<file path="src/rtl/seg_scan_driver.sv">
// Scan controller for a common-anode multi-digit 7-segment display.
// Latches a hex value and dp mask, then time-multiplexes digits with anti-ghost guard.
module seg_scan_driver #(
    parameter int unsigned NUM_DIGITS  = 4,
    parameter int unsigned REFRESH_DIV = 100000,
    parameter int unsigned GUARD       = 2
) (
    input  logic                    clk,
    input  logic                    rst_n,
    input  logic [4*NUM_DIGITS-1:0] value_in,
    input  logic [NUM_DIGITS-1:0]   dp_in,
    input  logic                    load,
    input  logic                    enable,
    input  logic                    blank_lz,
    output logic [3:0]              nibble,
    output logic [NUM_DIGITS-1:0]   an_n,
    output logic                    dp_n,
    output logic                    blank
);

    localparam int unsigned VAL_W = 4 * NUM_DIGITS;
    localparam int unsigned CNT_W = (REFRESH_DIV > 1) ? $clog2(REFRESH_DIV) : 1;
    localparam int unsigned IDX_W = (NUM_DIGITS > 1) ? $clog2(NUM_DIGITS) : 1;

    logic [VAL_W-1:0]      sh_val_q, sh_val_d;
    logic [NUM_DIGITS-1:0] sh_dp_q, sh_dp_d;
    logic [CNT_W-1:0]      cnt_q, cnt_d;
    logic [IDX_W-1:0]      idx_q, idx_d;
    logic [NUM_DIGITS-1:0] an_n_q, an_n_d;
    logic [3:0]            nibble_q, nibble_d;
    logic                  dp_n_q, dp_n_d;
    logic                  blank_q, blank_d;

    logic [3:0]            digit_nib [NUM_DIGITS];
    logic [NUM_DIGITS-1:0] nib_zero;
    logic [NUM_DIGITS-1:0] lead_zero;

    // Shadow registers: the only source of displayed data.
    always_comb begin
        sh_val_d = sh_val_q;
        sh_dp_d  = sh_dp_q;
        if (load) begin
            sh_val_d = value_in;
            sh_dp_d  = dp_in;
        end
    end

    // Refresh counter and digit index; both freeze while disabled.
    always_comb begin
        cnt_d = cnt_q;
        idx_d = idx_q;
        if (enable) begin
            if (cnt_q == CNT_W'(REFRESH_DIV - 1)) begin
                cnt_d = '0;
                idx_d = (idx_q == IDX_W'(NUM_DIGITS - 1)) ? '0 : idx_q + IDX_W'(1);
            end else begin
                cnt_d = cnt_q + CNT_W'(1);
            end
        end
    end

    always_comb begin
        for (int i = 0; i < NUM_DIGITS; i++) begin
            digit_nib[i] = sh_val_q[4*i +: 4];
            nib_zero[i]  = (sh_val_q[4*i +: 4] == 4'h0);
        end
    end

    // A digit is a lead zero when it and every digit above it are zero; digit 0 never is.
    always_comb begin
        lead_zero                 = '0;
        lead_zero[NUM_DIGITS-1]   = nib_zero[NUM_DIGITS-1];
        for (int i = NUM_DIGITS - 2; i > 0; i--) begin
            lead_zero[i] = lead_zero[i+1] & nib_zero[i];
        end
    end

    // Output stage computed from the current scan state; a blanked digit hides its dp.
    always_comb begin
        an_n_d = '1;
        if (enable && (cnt_q >= CNT_W'(GUARD))) begin
            an_n_d[idx_q] = 1'b0;
        end
        nibble_d = digit_nib[idx_q];
        blank_d  = blank_lz & lead_zero[idx_q];
        dp_n_d   = blank_d | ~sh_dp_q[idx_q];
    end

    always_ff @(posedge clk or negedge rst_n) begin
        if (!rst_n) begin
            sh_val_q <= '0;
            sh_dp_q  <= '0;
            cnt_q    <= '0;
            idx_q    <= '0;
            an_n_q   <= '1;
            nibble_q <= 4'h0;
            dp_n_q   <= 1'b1;
            blank_q  <= 1'b1;
        end else begin
            sh_val_q <= sh_val_d;
            sh_dp_q  <= sh_dp_d;
            cnt_q    <= cnt_d;
            idx_q    <= idx_d;
            an_n_q   <= an_n_d;
            nibble_q <= nibble_d;
            dp_n_q   <= dp_n_d;
            blank_q  <= blank_d;
        end
    end

    assign an_n   = an_n_q;
    assign nibble = nibble_q;
    assign dp_n   = dp_n_q;
    assign blank  = blank_q;

endmodule

</file>
<file path="config.mk">
export PLATFORM = sky130hd
export DESIGN_NAME = seg_scan_driver
export DESIGN_NICKNAME = d
export VERILOG_FILES = /design/src/rtl/seg_scan_driver.sv
export SDC_FILE = /design/constraint.sdc
export NUM_CORES = 1
export LEC_CHECK = 0
export BUFFER_PORTS_ARGS = -buffer_cell sky130_fd_sc_hd__buf_2
export CORE_AREA = 2 2 57 81
export DETAILED_ROUTE_END_ITERATION = 12
export DIE_AREA = 0 0 59 83
export GPL_TIMING_DRIVEN = 0
export PLACE_DENSITY = 0.79
export SYNTH_ARGS = -nofsm -noshare
export SYNTH_HDL_FRONTEND = slang
export SYNTH_SLANG_ARGS = --single-unit
</file>
<file path="constraint.sdc">
create_clock -name clk -period 2.3 [get_ports clk]
set_input_delay 0.46 -clock clk [delete_from_list [all_inputs] [get_ports clk]]
set_output_delay 0.46 -clock clk [all_outputs]
set_load 0.01 [all_outputs]
</file>
# ---- Yosys cells after proc, flatten, opt, wreduce, memory -nomap -nowiden
# Cells that the tools add are included.
dict set report totals {
  latch_bits 0
  mem_bits_rw 0
  out_inout_bits 10
  n_memories 0
  reg_bits 49
  romBits 0
}
dict set report classes {
  reduce_logical 6
  multipliers 0
  addsub 2
  eq_ne 2
  order_cmp 4
  bitwise_logic 7
  n_mux 12
  n_div 0
  shifts 0
}
# op count
set op_table {}
lappend op_table {{$add A17 B1 Y17 const B} 1}
lappend op_table {{$eq A17 B17 Y1 const B} 1}
lappend op_table {{$ge A17 B2 Y1 const B} 1}
lappend op_table {{$mux W17} 1}
lappend op_table {{$logic_not A4 Y1} 3}
lappend op_table {{$mux W4} 3}
lappend op_table {{$bmux W4 S2} 1}
lappend op_table {{$bmux W1 S2} 2}
lappend op_table {{$not A4 Y4} 1}
lappend op_table {{$and A1 B1 Y1} 3}
lappend op_table {{$ge A3 B3 Y1 const B} 1}
lappend op_table {{$lt A2 B3 Y1 const B} 1}
lappend op_table {{$mux W1} 3}
lappend op_table {{$not A2 Y3} 1}
lappend op_table {{$add A2 B1 Y2 const B} 1}
lappend op_table {{$demux W1 S2} 1}
lappend op_table {{$eq A2 B2 Y1 const B} 1}
lappend op_table {{$ge A2 B1 Y1 const B} 1}
lappend op_table {{$logic_and A1 B1 Y1} 2}
lappend op_table {{$mux W2} 1}
lappend op_table {{$reduce_and A2 Y1} 1}
lappend op_table {{$not A1 Y1} 1}
lappend op_table {{$or A1 B1 Y1} 1}

# ---- Longest topological paths before layout
dict set report depth {
  depth_word 7
  depth_mapped 5
}

# ---- Worst setup path before layout
# Ideal clock, no wire load.
dict set report synth_timing {
  path_type {register to register}
  from {reg cnt_q[6]}
  to {reg idx_q[0]}
  setup_time_ps 125
  path_stages_with_launch 5
  arrival_ps 1531
  required_time_ps 2175
  setup_slack_ps 644
  n_path_buf 0
  cell_sequence {dfrtp_1 > nor3_2 > nand3_2 > nor4_4 > mux2_2}
}
dict set report synth_between {
  elab_chain_len 2
}
# element line
set synth_lines {}
lappend synth_lines {{from (decl)} 27} ;# logic [CNT_W-1:0] cnt_q, cnt_d;
lappend synth_lines {{from (signal assigned)} 102} ;# cnt_q <= cnt_d;
lappend synth_lines {{$eq A17 B17 Y1} 53} ;# if (cnt_q == CNT_W'(REFRESH_DIV - 1)) begin
lappend synth_lines {{$reduce_and A2 Y1 (no line)} --}
lappend synth_lines {{to (signal assigned)} 103} ;# idx_q <= idx_d;
lappend synth_lines {{to (decl)} 28} ;# logic [IDX_W-1:0] idx_q, idx_d;
# No other way between the ends.
# A chain may end at the register's enable or synchronous reset.

# ---- Worst setup path after layout
dict set report layout_timing {
  from {reg cnt_q[13]}
  to {reg idx_q[0]}
}
# The elaborated chain is that of the path after synthesis.

==> results by stage <==
Status:
- The flow ran to the end, and the final reports show no timing, DRC or antenna violations.

Timing:
- The number of failing setup endpoints in the final timing report is 0.
- The number of pins with negative max-slew slack in the final report is 0.
- The post-route clock period utilization is 81.85%.
- Based on the critical path, the design can be clocked at up to 0.5312 GHz.
- The final count of hold timing violations came to 0.
- Between clock sinks in the finished design, the worst skew comes to 0.003977 ns.
- The final total negative setup slack is 0 ns.
- The max-slew headroom at the worst pin is 29.92%.
- Setup repair after global routing left no endpoint under its margin.
- At the pin with the least slew margin, the transition time is 1.051 ns.
- The routed design could run at a clock period as short as 1.882 ns.
- Setup slack on the critical path of the routed design comes to 0.4176 ns.
- Hold is met by 0.3388 ns.

Logic synthesis:
- The yosys synthesis warning count is 0.
- After synthesis, the netlist uses 32 different library cells.
- The number of nets produced by synthesis is 206.
- Among all flip-flop cells after synthesis, the most frequent one is sky130_fd_sc_hd__dfrtp_1.
- In this run, synthesis inferred 0 flip-flops with an integrated enable.
- A synthesized cell averages 12.66 um^2.
- Ranked by total cell area, the synthesized netlist is headed by sky130_fd_sc_hd__dfrtp_1 49%, sky130_fd_sc_hd__mux2_2 11%, sky130_fd_sc_hd__dfstp_2 7.1%.
- The combined area of all synthesized cells is 2216 um^2.
- The share of Yosys cell area claimed by the top area cell type is 48.56%.
- After synthesis, the share of flip-flops with an asynchronous set or reset is 100.0%.
- Counting flops and latches in the post-synthesis netlist gives 49.
- Counting every instance in the synthesized netlist gives 175.
- Of all cell types, the one taking the most synthesized area is sky130_fd_sc_hd__dfrtp_1.
- Summing the sequential cell areas from Yosys gives 55.67% of the chip area.

Cells and area:
- The fill cell instance count of the final layout is 349.
- The post-route netlist has 36.74% of its cells at a drive strength greater than 1.
- Compared with the post-synthesis result, the final layout area differs by 15.19%.
- Once layout is complete, the cells apart from fillers number 260.
- The fraction of the core area covered by cells at the end of the flow is 61.74%.
- With fillers left out, the area of the finished cells amounts to 2552 um^2.
- Leaving out fill and tap cells, the most frequent cell in the layout is sky130_fd_sc_hd__dfrtp_1.
- The number of antenna diodes in the final layout is 0.
- Leaving out fill and tap cells, the most frequent cells in the layout are 43 x sky130_fd_sc_hd__dfrtp_1, 33 x sky130_fd_sc_hd__buf_2, 22 x sky130_fd_sc_hd__mux2_2, 13 x sky130_fd_sc_hd__nor2_1, 12 x sky130_fd_sc_hd__nand2_1.
- The net total in the final layout is 245.

Floorplanning:
- From left edge to right edge, the die measures 59 um.
- The die height is 83 um.
- The number of standard-cell rows in the floorplan is 28.
- During I/O placement, the number of pins put on the boundary was 35.
- The starting utilization of the core area is 53.60%.
- The core region area is 4134 um^2.
- The die covers 4897 um^2.

Global routing:
- The wire length of the first global-routing pass is 7162 um.
- The initial antenna violation count is 0.
- The maximum number of pins on one net before global-route repair is 50.
- The number of global-route vias before repair is 1,564.
- For this run the aggregate overflow at the end of global routing stands at 0.
- The total global-route track usage is 19.40%.

Worst setup path:
- Traced cell by cell, the critical path runs through nor3_2 -> nand3_2 -> nor4_4 -> mux2_2.
- In this design, the stage delay of the slowest critical-path cell is 0.53 ns.
- The flop-to-flop setup slack is 0.42 ns.
- The worst setup path is captured at a flop.
- The biggest fanout along the worst timing path is 7.
- The endpoint identified for the worst register-to-register timing path is idx_q[0]$_DFFE_PN0P_.
- The highest-delay cell along the critical path is sky130_fd_sc_hd__nor4_4.
- The critical register-to-register path startpoint is cnt_q[13]$_DFFE_PN0P_.
- Data on the critical path is required at its endpoint by 2.49 ns.
- The length in cells of the worst reg-to-reg path is 4.
- The category of the worst setup path launch point is a flop.
- The worst setup path category is flop to flop.
- For the worst setup path, the data arrival time is 2.08 ns.

CTS:
- The number of gates resized after CTS is 0.
- The number of hold buffers added after CTS is 0.
- The maximum buffer depth of the clock tree is 2.
- The maximum level of the CTS H-tree is 2.
- The clock sink count is 49.
- TritonCTS created 5 clock buffers.
- The insertion delay to the later sink of the worst-skew pair is 0.30 ns.
- The clock transition time at the flip-flop clock pins of the worst setup and hold paths is 0.08 ns.
- Post-CTS timing repair inserted 0 buffers for setup.
- TritonCTS built the clock tree.
- In this run the clock root is driven by a sky130_fd_sc_hd__clkbuf_8.

Route:
- The routed design has 4237 um of wire.
- The total number of vias is 1,477.
- The violation count after the first detailed-routing iteration is 26.
- The count of antenna-violating nets left after detailed routing is 0.
- Dividing the detail-routed via count by the number of cells gives 5.681.
- The mean routed wirelength per cell is 16.30 um.
- The number of iterations in the first detailed-routing pass is 4.
- In the routed design, unresolved DRC markers number 0.

Job:
- The number of maximum-capacitance violations is 0.

Placement:
- After legalization and detailed placement, the total HPWL measured 3149 um.
- Prior to clock tree synthesis, the placed netlist has a worst setup slack of 0.4171 ns.
- The placed instances occupy a cell area of 2432 um^2.
- The cell count after placement is 252.
- Routability-driven placement finished with a final weighted congestion of 0.8516.
- Buffers placed on the I/O ports in this run total 32.

Pwr:
- For this design the ratio of total power to cell area is 767.7 nW/um^2.
- Across the VDD grid, the largest voltage drop is 0.4515 mV.
- In this run the static leakage power is 1.096 nW.
- Power comes to 1.959 mW.

Min path:
- The class of the tightest hold or removal check is input pin to asynchronous set/reset pin.
cell usage after synthesis, types with 3 or more instances:
library cell,count
sky130_fd_sc_hd__xor2_1,3
sky130_fd_sc_hd__nor2_1,13
sky130_fd_sc_hd__nand4_1,7
sky130_fd_sc_hd__ha_1,6
sky130_fd_sc_hd__nand2_1,12
sky130_fd_sc_hd__mux2_2,22
sky130_fd_sc_hd__dfstp_2,6
sky130_fd_sc_hd__clkbuf_1,3
sky130_fd_sc_hd__inv_1,5
sky130_fd_sc_hd__xnor2_1,10
sky130_fd_sc_hd__nand3_1,8
sky130_fd_sc_hd__dfrtp_1,43
sky130_fd_sc_hd__mux4_2,5
sky130_fd_sc_hd__nor4_1,6
sky130_fd_sc_hd__a21oi_1,3
registers in the layout, summed over array words and instances, names as in the netlist:
register	flops
nibble	4
sh_dp_q	4
sh_val_q	16
dp_n	1
idx_q	2
cnt_q	17
an_n	4
blank	1
cell families (layout without fill, tap and decap cells):
| group | after synthesis | count (layout) | synth area share [%] |
|---|---|---|---|
| buf+inv | 10 | 50 | 1.807 |
| flops | 49 | 49 | 55.67 |
| xor+xnor | 13 | 13 | 5.138 |
| fa+ha+maj | 6 | 6 | 3.388 |
| compound gates | 13 | 13 | 4.009 |
| mux | 27 | 27 | 16.26 |
| simple gates | 57 | 57 | 13.72 |
where the power goes:
| group | leakage, nW | switching (mW) | total (mW) | internal, mW |
|---|---|---|---|---|
| Sequential | 0.594 | 0.114 | 1.07 | 0.953 |
| Combinational | 0.445 | 0.135 | 0.264 | 0.128 |
| Clock | 0.0574 | 0.275 | 0.628 | 0.353 |
| Total | 1.10 | 0.524 | 1.96 | 1.44 |
critical path: cells and delay by family (launching register included):
kind             cells  cell delay, ns
AND/OR/NAND/NOR      3            0.93
flip-flops           1            0.45
multiplexers         1            0.39
how the worst max path moves through the flow:
stage | startpoint | endpoint | slack (ns) | depth (start not counted)
final | cnt_q[13]$_DFFE_PN0P_ | idx_q[0]$_DFFE_PN0P_ | 0.42 | 4
after global placement | cnt_q[13]$_DFFE_PN0P_ | idx_q[1]$_DFFE_PN0P_ | 0.42 | 4
after detailed placement | cnt_q[6]$_DFFE_PN0P_ | idx_q[0]$_DFFE_PN0P_ | 0.42 | 4
after CTS | cnt_q[6]$_DFFE_PN0P_ | idx_q[0]$_DFFE_PN0P_ | 0.40 | 4
after floorplan | cnt_q[6]$_DFFE_PN0P_ | idx_q[0]$_DFFE_PN0P_ | 0.64 | 4
after global routing | cnt_q[13]$_DFFE_PN0P_ | idx_q[0]$_DFFE_PN0P_ | 0.29 | 4
cell type report:
cell class | instances | area [um^2] | share of cell area (%)
flip-flops and latches | 49 | 1234 | 48.33
multi-input cells | 116 | 942.2 | 36.91
repair buffers | 32 | 160.2 | 6.275
clock buffers | 6 | 82.58 | 3.235
well taps | 45 | 56.30 | 2.206
clock inverters | 2 | 37.54 | 1.471
plain buffers | 5 | 21.27 | 0.8333
inverters | 5 | 18.77 | 0.7353
per-layer routing:
layer	up-vias	wire, um	GRT usage, %
met5	-	0	0
met4	0	55	5.992
met3	5	225	5.452
met2	44	2416	34.34
met1	723	1539	21.83
li1	705	-	-
Power figures use the tool's default switching activity.
